===== src/rtl/cache_pkg.sv =====
// Shared types for the L2 request arbiter: FSM states, L2 op encoding, default widths.
// No logic; imported by the arbiter and its round-robin picker.
package cache_pkg;

    typedef enum logic [1:0] {
        IDLE = 2'd0,
        BUSY = 2'd1,
        RESP = 2'd2
    } arb_state_t;

    typedef enum logic {
        OP_READ  = 1'b0,
        OP_WRITE = 1'b1
    } l2_op_t;

    localparam int DEFAULT_AW = 30;

endpackage


===== src/rtl/l2_request_arbiter_rr_select.sv =====
// Combinational round-robin picker: first pending index at or above i_ptr, wrapping.
// Zero latency; o_vld is low when nothing is pending.
module rr_select
    import cache_pkg::*;
#(
    parameter int NUM = 2,
    parameter int IW  = $clog2(NUM)
) (
    input  logic [NUM-1:0] i_pending,
    input  logic [IW-1:0]  i_ptr,
    output logic [NUM-1:0] o_onehot,
    output logic [IW-1:0]  o_idx,
    output logic           o_vld
);

    logic [IW-1:0] w_j;

    always_comb begin
        o_onehot = '0;
        o_idx    = '0;
        o_vld    = 1'b0;
        w_j      = '0;
        for (int k = 0; k < NUM; k++) begin
            w_j = IW'((int'(i_ptr) + k) % NUM);
            if (!o_vld && i_pending[w_j]) begin
                o_vld         = 1'b1;
                o_onehot[w_j] = 1'b1;
                o_idx         = w_j;
            end
        end
    end

endmodule


===== src/rtl/l2_request_arbiter.sv =====
// Shares one L2 port among NUM_L1 L1 caches, one transaction at a time, round-robin.
// Grant one cycle after request; L2 request held until L2_done; done pulses the cycle after.
module l2_request_arbiter
    import cache_pkg::*;
#(
    parameter int n      = 32,
    parameter int NUM_L1 = 2,
    parameter int AW     = DEFAULT_AW
) (
    input  logic                 clk,
    input  logic                 reset,
    input  logic [NUM_L1-1:0]    req_read,
    input  logic [NUM_L1-1:0]    req_write,
    input  logic [NUM_L1*AW-1:0] req_addr,
    input  logic [NUM_L1*n-1:0]  req_wdata,
    output logic [NUM_L1-1:0]    grant,
    output logic [NUM_L1-1:0]    done,
    output logic [n-1:0]         rdata,
    output logic                 L1_read_request,
    output logic                 L1_write_request,
    output logic [AW-1:0]        L1_word_address,
    output logic [n-1:0]         L1_wdata,
    input  logic                 L2_done,
    input  logic [n-1:0]         L2_rdata
);

    localparam int IW = $clog2(NUM_L1);

    arb_state_t        r_state;
    l2_op_t            r_op;
    logic [IW-1:0]     r_ptr;
    logic [IW-1:0]     r_owner;
    logic [NUM_L1-1:0] r_grant;
    logic [NUM_L1-1:0] r_done;
    logic [n-1:0]      r_rdata;
    logic              r_rd_req;
    logic              r_wr_req;
    logic [AW-1:0]     r_addr;
    logic [n-1:0]      r_wdata;

    logic [NUM_L1-1:0] w_pending;
    logic [NUM_L1-1:0] w_onehot;
    logic [IW-1:0]     w_idx;
    logic              w_vld;
    logic [AW-1:0]     w_sel_addr;
    logic [n-1:0]      w_sel_wdata;
    logic              w_sel_write;

    assign w_pending   = req_read | req_write;
    // Read and write together on one requester resolves to a write.
    assign w_sel_write = |(w_onehot & req_write);

    rr_select #(.NUM(NUM_L1), .IW(IW)) u_rr_select (
        .i_pending (w_pending),
        .i_ptr     (r_ptr),
        .o_onehot  (w_onehot),
        .o_idx     (w_idx),
        .o_vld     (w_vld)
    );

    always_comb begin
        w_sel_addr  = '0;
        w_sel_wdata = '0;
        for (int i = 0; i < NUM_L1; i++) begin
            if (w_onehot[i]) begin
                w_sel_addr  = req_addr[i*AW +: AW];
                w_sel_wdata = req_wdata[i*n +: n];
            end
        end
    end

    always_ff @(posedge clk or posedge reset) begin
        if (reset) begin
            r_state  <= IDLE;
            r_op     <= OP_READ;
            r_ptr    <= '0;
            r_owner  <= '0;
            r_grant  <= '0;
            r_done   <= '0;
            r_rdata  <= '0;
            r_rd_req <= 1'b0;
            r_wr_req <= 1'b0;
            r_addr   <= '0;
            r_wdata  <= '0;
        end else begin
            unique case (r_state)
                IDLE: begin
                    r_done <= '0;
                    if (w_vld) begin
                        r_grant  <= w_onehot;
                        r_owner  <= w_idx;
                        r_op     <= w_sel_write ? OP_WRITE : OP_READ;
                        r_rd_req <= !w_sel_write;
                        r_wr_req <= w_sel_write;
                        r_addr   <= w_sel_addr;
                        r_wdata  <= w_sel_wdata;
                        r_state  <= BUSY;
                    end else begin
                        r_grant <= '0;
                    end
                end
                BUSY: begin
                    // Requester inputs are deliberately not looked at here.
                    if (L2_done) begin
                        r_rd_req <= 1'b0;
                        r_wr_req <= 1'b0;
                        if (r_op == OP_READ) begin
                            r_rdata <= L2_rdata;
                        end
                        r_done  <= r_grant;
                        r_ptr   <= (r_owner == IW'(NUM_L1 - 1)) ? '0 : r_owner + 1'b1;
                        r_state <= RESP;
                    end
                end
                RESP: begin
                    r_done  <= '0;
                    r_grant <= '0;
                    r_state <= IDLE;
                end
                default: begin
                    r_state <= IDLE;
                end
            endcase
        end
    end

    assign grant            = r_grant;
    assign done             = r_done;
    assign rdata            = r_rdata;
    assign L1_read_request  = r_rd_req;
    assign L1_write_request = r_wr_req;
    assign L1_word_address  = r_addr;
    assign L1_wdata         = r_wdata;

endmodule


===== config.mk =====
export PLATFORM = sky130hd
export DESIGN_NAME = l2_request_arbiter
export DESIGN_NICKNAME = d
export VERILOG_FILES = /design/src/rtl/cache_pkg.sv /design/src/rtl/l2_request_arbiter_rr_select.sv /design/src/rtl/l2_request_arbiter.sv
export SDC_FILE = /design/constraint.sdc
export NUM_CORES = 1
export LEC_CHECK = 0
export ABC_CLOCK_PERIOD_IN_PS = 4750
export CORE_ASPECT_RATIO = 1.25
export CORE_MARGIN = 2
export CORE_UTILIZATION = 38
export DETAILED_ROUTE_END_ITERATION = 16
export GPL_TIMING_DRIVEN = 0
export PLACE_DENSITY = 0.78
export SLEW_MARGIN = 40
export SYNTH_ARGS = -nofsm -noshare
export SYNTH_HDL_FRONTEND = slang
export SYNTH_SLANG_ARGS = --single-unit
export TNS_END_PERCENT = 100

===== constraint.sdc =====
create_clock -name clk -period 4.75 [get_ports clk]
set_input_delay 0.95 -clock clk [delete_from_list [all_inputs] [get_ports clk]]
set_output_delay 0.95 -clock clk [all_outputs]
set_load 0.02 [all_outputs]

=== Word-level counts from Yosys, hierarchy flattened ===
Index checks and enable logic that the tools add are counted.

* Eq/ne operators: 4
* Reductions and logical operators: 17
* $add $sub $neg: 2
* Bitwise gates (word level): 4
* Mux-type cells: 32
* $lt $le $gt $ge: 4

{| class="wikitable"
|+ Operators with widths
! cell !! count
|-
| $mux W32 || 2
|-
| $mux W30 || 2
|-
| $mux W1 || 15
|-
| $mux W2 || 6
|-
| $pmux W2 S2 || 3
|-
| $reduce_and A2 Y1 || 4
|-
| $reduce_and A3 Y1 || 2
|-
| $reduce_bool A2 Y1 || 3
|-
| $lt A1 B2 Y1 const B || 2
|-
| $or A2 B2 Y2 || 2
|-
| $pmux W1 S2 || 2
|-
| $reduce_or A2 Y1 || 2
|-
| $logic_and A1 B1 Y1 || 3
|-
| $add A1 B1 Y1 const B || 2
|-
| $and A2 B2 Y2 || 1
|-
| $demux W1 S1 || 2
|-
| $eq A2 B1 Y1 const B || 1
|-
| $eq A2 B2 Y1 const B || 1
|-
| $ge A1 B1 Y1 const B || 2
|-
| $logic_not A1 Y1 || 2
|-
| $logic_not A2 Y1 || 1
|-
| $ne A2 B1 Y1 const B || 1
|-
| $ne A2 B2 Y1 const B || 1
|-
| $not A1 Y1 || 1
|}

* Input port bits: 163
* Output and inout bits: 100
* Flip-flop bits (word level): 105
* Logic and storage cells: 74

=== Longest topological paths before layout ===
Gate-level depths: netlist (run 1).

* Depth in word-level cells: 12
* Gate-level depth with buffers: 7
* Depth with buffers taken out: 4

=== Cells and area by module ===
A second synthesis (run 1) with hierarchy kept.

* Cell total of the unflattened synthesis: 389
* Area, all modules: 4,400.5 um2

{| class="wikitable"
|+ By module, submodules not included
! module !! times used !! cells each !! sequential area each (um2) !! area an instance (um2)
|-
| l2_request_arbiter || 1 || 384 || 2,627.5 || 4,367.9
|-
| rr_select || 1 || 5 || 0.0 || 32.5
|}

=== Least setup slack after synthesis (run 1) ===
OpenSTA, ideal clock, no wires.

* Kind: input to register
* Start: in req_read[0]
* End: reg r_wr_req, in the netlist L1_write_request
* Path buffers: 1
* Arrival time: 1,808 ps
* Path slack: 2,822 ps
* Stages: 4
* Required time: 4,630 ps
* Library setup time: 120 ps
* Cell sequence: o41ai_4 -> buf_6 -> a311oi_1 -> a31o_2

* Longest elaborated chain between the ends: 11
* Elaborated cells on any way between the ends: 18
* Those cells by class: 1 x eq/ne; 10 x mux; 3 x bitwise; 4 x reduce/logical

{| class="wikitable"
|+ Ends and longest elaborated chain
! element !! line !! source
|-
| start, declared || l2_request_arbiter.sv:12 || <nowiki>input logic [NUM_L1-1:0] req_read,</nowiki>
|-
| $or A2 B2 Y2 (*) || l2_request_arbiter.sv:49 || <nowiki>assign w_pending = req_read | req_write;</nowiki>
|-
| $mux W1 (implied by the code) (2 in a row) || l2_request_arbiter_rr_select.sv:25 || <nowiki>if (!o_vld && i_pending[w_j]) begin</nowiki>
|-
| $mux W1 || l2_request_arbiter_rr_select.sv:25 ||
|-
| $logic_not A1 Y1 || l2_request_arbiter_rr_select.sv:25 ||
|-
| $logic_and A1 B1 Y1 || l2_request_arbiter_rr_select.sv:25 ||
|-
| $mux W2 || l2_request_arbiter_rr_select.sv:25 ||
|-
| $and A2 B2 Y2 || l2_request_arbiter.sv:51 || <nowiki>assign w_sel_write = |(w_onehot & req_write);</nowiki>
|-
| $reduce_or A2 Y1 || l2_request_arbiter.sv:51 ||
|-
| $mux W1 || l2_request_arbiter.sv:89 || <nowiki>if (w_vld) begin</nowiki>
|-
| $pmux W1 S2 || l2_request_arbiter.sv:86 || <nowiki>unique case (r_state)</nowiki>
|-
| end signal, assigned || l2_request_arbiter.sv:94 || <nowiki>r_wr_req <= w_sel_write;</nowiki>
|-
| end, declared || l2_request_arbiter.sv:37 || <nowiki>logic r_wr_req;</nowiki>
|}

Every way passes the cells marked *; elsewhere a longest branch is shown, timed or not. The select of a mux whose other input is x is not followed.
A chain may end at the register's enable or synchronous reset.

=== Final worst setup path (run 1) ===
* Start: in req_read[1]
* End: reg r_wdata[16], in the netlist L1_wdata[16]

* Longest elaborated chain between the ends: 9
* Elaborated cells on any way between the ends: 15
* Those cells by class: 10 x mux; 2 x bitwise; 3 x reduce/logical

{| class="wikitable"
|+ Ends and longest elaborated chain
! element !! line !! source
|-
| $or A2 B2 Y2 (*) || l2_request_arbiter.sv:49 ||
|-
| $mux W1 (implied by the code) (2 in a row) || l2_request_arbiter_rr_select.sv:25 ||
|-
| $mux W1 || l2_request_arbiter_rr_select.sv:25 ||
|-
| $logic_not A1 Y1 || l2_request_arbiter_rr_select.sv:25 ||
|-
| $logic_and A1 B1 Y1 || l2_request_arbiter_rr_select.sv:25 ||
|-
| $mux W2 || l2_request_arbiter_rr_select.sv:25 ||
|-
| $mux W32 (2 in a row) || l2_request_arbiter.sv:65 || <nowiki>if (w_onehot[i]) begin</nowiki>
|-
| end signal, assigned || l2_request_arbiter.sv:96 || <nowiki>r_wdata <= w_sel_wdata;</nowiki>
|-
| end, declared || l2_request_arbiter.sv:39 || <nowiki>logic [n-1:0] r_wdata;</nowiki>
|}

Marked as above.

==> results of run 1 <==
-- logic make-up (layout without fill, tap and decap cells) --
kind of cell,after synthesis,count (layout),share of synthesized area [%]
buffers and inverters,36,315,4.97
AOI/OAI and AO/OA,140,140,20.5
and+or+nand+nor,73,73,7.20
DFF,105,105,59.3
muxes,32,32,8.13
-- through the flow --
| stage | hold WS (ps) | total power [uW] | std cells | instance area, um2 |
|---|---|---|---|---|
| after floorplan | 438 | 2940 | 386 | 4430 |
| after global placement | 460 | 4140 | 786 | 7230 |
| after detailed placement | 457 | 4230 | 787 | 7260 |
| after CTS | 466 | 5020 | 803 | 7590 |
| after global routing | 504 | 5270 | 803 | 7590 |
| final | 468 | 4980 | 803 | 7590 |
-- worst max-delay path, delay by kind of cell --
family	cells	cell delay (ps)
buffers and inverters	2	840
AOI/OAI and AO/OA	3	530
and+or+nand+nor	1	400
-- sequential cells by signal, summed over array words and instances (netlist names) --
| name | count |
|---|---|
| L1_wdata | 32 |
| rdata | 32 |
| L1_word_address | 30 |
| done | 2 |
| grant | 2 |
| r_state | 2 |
| L1_read_request | 1 |
| L1_write_request | 1 |
| r_op | 1 |
| r_owner | 1 |
| r_ptr | 1 |
-- power breakdown --
part	total, uW	switching [uW]	internal, uW
Combinational	2630	1370	1260
Clock	791	316	476
Sequential	1560	230	1330
-- per-layer routing --
| metal | GRT usage (%) | vias up | routed length (um) |
|---|---|---|---|
| li1 | - | 1940 | - |
| met1 | 22.1 | 1980 | 4850 |
| met2 | 40.4 | 180 | 7280 |
| met3 | 5.78 | 35 | 1040 |
| met4 | 9.43 | 0 | 448 |
| met5 | 0 | - | 0 |
-- cell usage after synthesis --
cell type and number:
a22o_1 3, a31o_2 1, a22oi_1 62, inv_1 5, nor2_4 2, mux2_1 2, nand3_1 3, o22a_1 1
a21o_1 1, o21ai_1 15, dfrtp_1 105, nor2_2 2, o21a_1 1, buf_6 5, a311oi_1 1, nand2b_1 2
a31oi_1 1, buf_2 12, o21ai_0 52, a21oi_1 1, o41ai_4 1, clkbuf_1 4, nand2_1 63, nand3b_4 1
mux2_2 30, buf_4 8, clkbuf_2 2
-- path summary, 6_finish.rpt --
path / from / to / slack [ps] / cells past startpoint
max reg2reg: r_ptr / L1_wdata[16] / 3060 / 5
min reg2reg: r_owner / r_ptr / 470 / 1
min: r_owner / r_ptr / 470 / 1
min in group asynchronous: reset / L1_wdata[4] / 990 / 2
max in group asynchronous: reset / L1_word_address[24] / 3170 / 3
max: req_read[1] / L1_wdata[16] / 2280 / 6
-- layout make-up --
class	count	area, um2
inverter	5	26.3
tap	138	173
multi-input combinational	245	1590
sequential	105	2630
buffer	31	201
timing repair buffer	263	2650
clock buffer	11	243
clock inverter	5	78.8
fill	928	3920
==> out/summary.txt, run 1 <==
Slew Limit Fails -> 0
Remaining DRCs -> 0
Seq cells post-synth -> 105
final core occ -> 65.9%
GRT Overall Usage -> 21.7%
IO Count -> 263
biggest cell delay along the critical path -> 520 ps
startpoint types -> input port
final setup TNS -> 0 ps
pwr/cell area -> 656 mW/mm2
WS Path Type -> input port to flip-flop
final setup fails -> 0
Distinct cells, synth -> 27
final hold viol count -> 0
Routed Antenna Nets -> 0
Initial Utilization -> 38.5%
vias in the first global route -> 4372
syn nets -> 549
die height -> 125 um
leak pwr -> 0.00320 uW
CP max-delay cell -> clkdlybuf4s50_1
CTS HTree Levels -> 3
cts bufs inserted -> 9
CTS tree -> yes
wire per inst -> 17.0 um
CTS Hold Bufs -> 0
worst vdd ir -> 0.000299 V
worst slack at placement -> 1910 ps
Antenna Cells -> 0
CTS clock-pin slew for the worst setup and hold paths -> 70 ps
initial antenna violation count -> 0
CTS Sinks -> 105
post-synth top area cell -> dfrtp_1
die area -> 0.0126 mm2
Hold WC Path Type -> flip-flop to flip-flop
Critical Path RT -> 5000 ps
IO Port Bufs -> 262
GPL Wtd Cong -> 0.774
CP Cell Sequence -> clkdlybuf4s50_1 > o21a_1 > nor2_2 > buf_2 > a22oi_1 > o21ai_0
slew at the pin with the worst max-slew slack -> 563 ps
Die W -> 101 um
unrepaired setup endpoints after global routing -> false
status -> completed
core area -> 0.0115 mm2
Iteration-0 DRC Markers -> 163
Worst EP arrival -> 2720 ps
synthesized netlist cell count -> 386
commonest non-fill, non-tap cell in the layout -> clkdlybuf4s50_1
Max Fclk -> 404 MHz
post-CTS sizing -> 0
global-route wire length before repair -> 21400 um
post-DP HPWL -> 10800 um
fin crit period -> 2470 ps
Row Count -> 44
top post-synthesis cells by area -> dfrtp_1, a22oi_1, mux2_2
clock buffer depth -> 2
Yosys Warn Count -> 0
Worst Path Max Fanout -> 10
Syn Area/Cell -> 11.5 um2
setup bufs post-CTS -> 0
worst skew pair latency -> 340 ps
relative slew slack -> 62.4%
final worst slack -> 2280 ps
layout net count -> 823
max-cap violation count -> 0
crit path capture type -> flip-flop
final cycle utilization of the critical path -> 52.1%
Layout area overhead -> 71.1%
Root Buffer -> clkbuf_16
share of post-route cells with drive strength above 1 -> 12.2%
most frequent cells in the layout -> clkdlybuf4s50_1, dfrtp_1, nand2_1, a22oi_1, o21ai_0
Seq/Total Area, Yosys -> 59.3%
total gr overflow -> 0
Routed Wire Length -> 13600 um
Mapped Area -> 0.00443 mm2
skew final -> 8.49 ps
vias per inst -> 5.15
Synth top area share -> 59.3%
largest net degree at the start of global routing -> 63
routed vias -> 4135
length of the first detailed-routing pass in iterations -> 6
No activity file was read; power rests on OpenSTA's default activity.
==> run 2, diff against run 1 <==
Settings changed: ABC_CLOCK_PERIOD_IN_PS 4750 to 2500.
Clock period 4.75 ns to 2.5 ns, I/O delays scaled along.
==> out/summary.txt, run 2 (synthesized netlist as in run 1, its figures left out) <==
WS Path Type -> input port to flip-flop
most frequent cells in the layout -> clkdlybuf4s50_1, dfrtp_1, nand2_1, a22oi_1, o21ai_0
clock buffer depth -> 2
CTS tree -> yes
Clock power frac -> 16.0%
cts bufs inserted -> 9
switching power -> 3670 uW
Pint -> 5820 uW
wire per inst -> 16.8 um
share of post-route cells with drive strength above 1 -> 12.7%
Routed Antenna Nets -> 0
post-DP HPWL -> 10800 um
GRT Overall Usage -> 21.6%
Slew Limit Fails -> 0
slew at the pin with the worst max-slew slack -> 570 ps
cell family with most CP delay -> buffers and inverters
Worst EP arrival -> 2340 ps
final setup fails -> 0
initial antenna violation count -> 0
largest net degree at the start of global routing -> 25
total power -> 9490 uW
global-route wire length before repair -> 21300 um
worst skew pair latency -> 340 ps
biggest cell delay along the critical path -> 530 ps
setup bufs post-CTS -> 0
pwr/cell area -> 1240 mW/mm2
Remaining DRCs -> 0
CP bufs+invs -> 2
sequential share of power -> 31.3%
Max Fclk -> 478 MHz
CTS Hold Bufs -> 0
CTS clock-pin slew for the worst setup and hold paths -> 70 ps
Routed Wire Length -> 13600 um
final std cells w/o fill -> 806
fin crit period -> 2090 ps
Layout fillers -> 936
vias in the first global route -> 4403
length of the first detailed-routing pass in iterations -> 4
Hold WC Path Type -> flip-flop to flip-flop
vias per inst -> 5.10
Iteration-0 DRC Markers -> 163
routed vias -> 4110
startpoint types -> input port
Layout area overhead -> 73.0%
die height -> 125 um
Die W -> 101 um
Inst Count DP -> 790
unrepaired setup endpoints after global routing -> false
IO Count -> 263
Logic pwr share -> 52.7%
final cycle utilization of the critical path -> 83.6%
CTS Sinks -> 105
skew final -> 5.63 ps
Worst Path Max Fanout -> 10
CP Cell Sequence -> clkdlybuf4s50_1 > o21a_1 > nor2_2 > buf_2 > a22oi_1 > o21ai_0
leak pwr -> 0.00323 uW
worst vdd ir -> 0.000598 V
IO Port Bufs -> 262
worst hold slack -> 479 ps
core area -> 0.0115 mm2
max-cap violation count -> 0
CP max-delay cell -> clkdlybuf4s50_1
crit path capture type -> flip-flop
final setup TNS -> 0 ps
relative slew slack -> 61.9%
Critical Path RT -> 2750 ps
Initial Utilization -> 38.5%
die area -> 0.0126 mm2
Antenna Cells -> 0
Row Count -> 44
CTS HTree Levels -> 3
Root Buffer -> clkbuf_16
post-CTS sizing -> 0
status -> completed
Sw Ratio -> 38.7%
final hold viol count -> 0
final core occ -> 66.7%
total gr overflow -> 0
commonest non-fill, non-tap cell in the layout -> clkdlybuf4s50_1
layout net count -> 826
GPL Wtd Cong -> 0.778
-- run 2: per-layer routing --
layer / track usage, % / routed length, um / up-vias
li1: - / - / 1937
met1: 22.8 / 4910 / 1975
met2: 40.7 / 7370 / 175
met3: 5.22 / 986 / 23
met4: 7.17 / 285 / 0
met5: 0 / 0 / -
-- run 2: power by group through the flow --
| stage | Sequential (uW) | Clock (uW) | Combinational [uW] |
|---|---|---|---|
| after floorplan | 3900 | 0 | 1680 |
| after global placement | 2950 | 0 | 4920 |
| after detailed placement | 3000 | 0 | 5040 |
| after CTS | 2970 | 1560 | 5060 |
| after global routing | 3070 | 1610 | 5380 |
| final | 2970 | 1520 | 5000 |
-- run 2: per-stage QoR --
| stage | cell area [um2] | worst slack [ps] |
|---|---|---|
| floorplan | 4440 | 740 |
| global placement | 7230 | -224 |
| detailed placement | 7340 | 66.3 |
| CTS | 7670 | 419 |
| global route | 7670 | 272 |
| finish | 7670 | 409 |
-- run 2: worst min-delay path: stages, from the launching register on --
cell and delay, ps:
dfrtp_1 340, nand2_1 50, o21ai_0 60
-- run 2: path summary, 6_finish.rpt --
kind	start	end	slack [ps]	cells after the start
max	req_read[1]	L1_word_address[26]	410	6
min in group asynchronous	reset	L1_wdata[0]	530	2
min reg2reg	L1_word_address[11]	L1_word_address[11]	480	2
min	L1_word_address[11]	L1_word_address[11]	480	2
max reg2reg	r_ptr	L1_word_address[26]	770	5
max in group asynchronous	reset	L1_word_address[1]	1320	4
-- run 2: final cells by class --
| cell class | instances | area (um2) | share of cell area [%] |
|---|---|---|---|
| buffer | 31 | 201 | 2.63 |
| sequential | 105 | 2630 | 34.3 |
| multi-input combinational | 245 | 1590 | 20.7 |
| tap | 138 | 173 | 2.25 |
| clock buffer | 9 | 225 | 2.94 |
| inverter | 5 | 22.5 | 0.294 |
| clock inverter | 7 | 101 | 1.32 |
| timing repair buffer | 266 | 2730 | 35.6 |
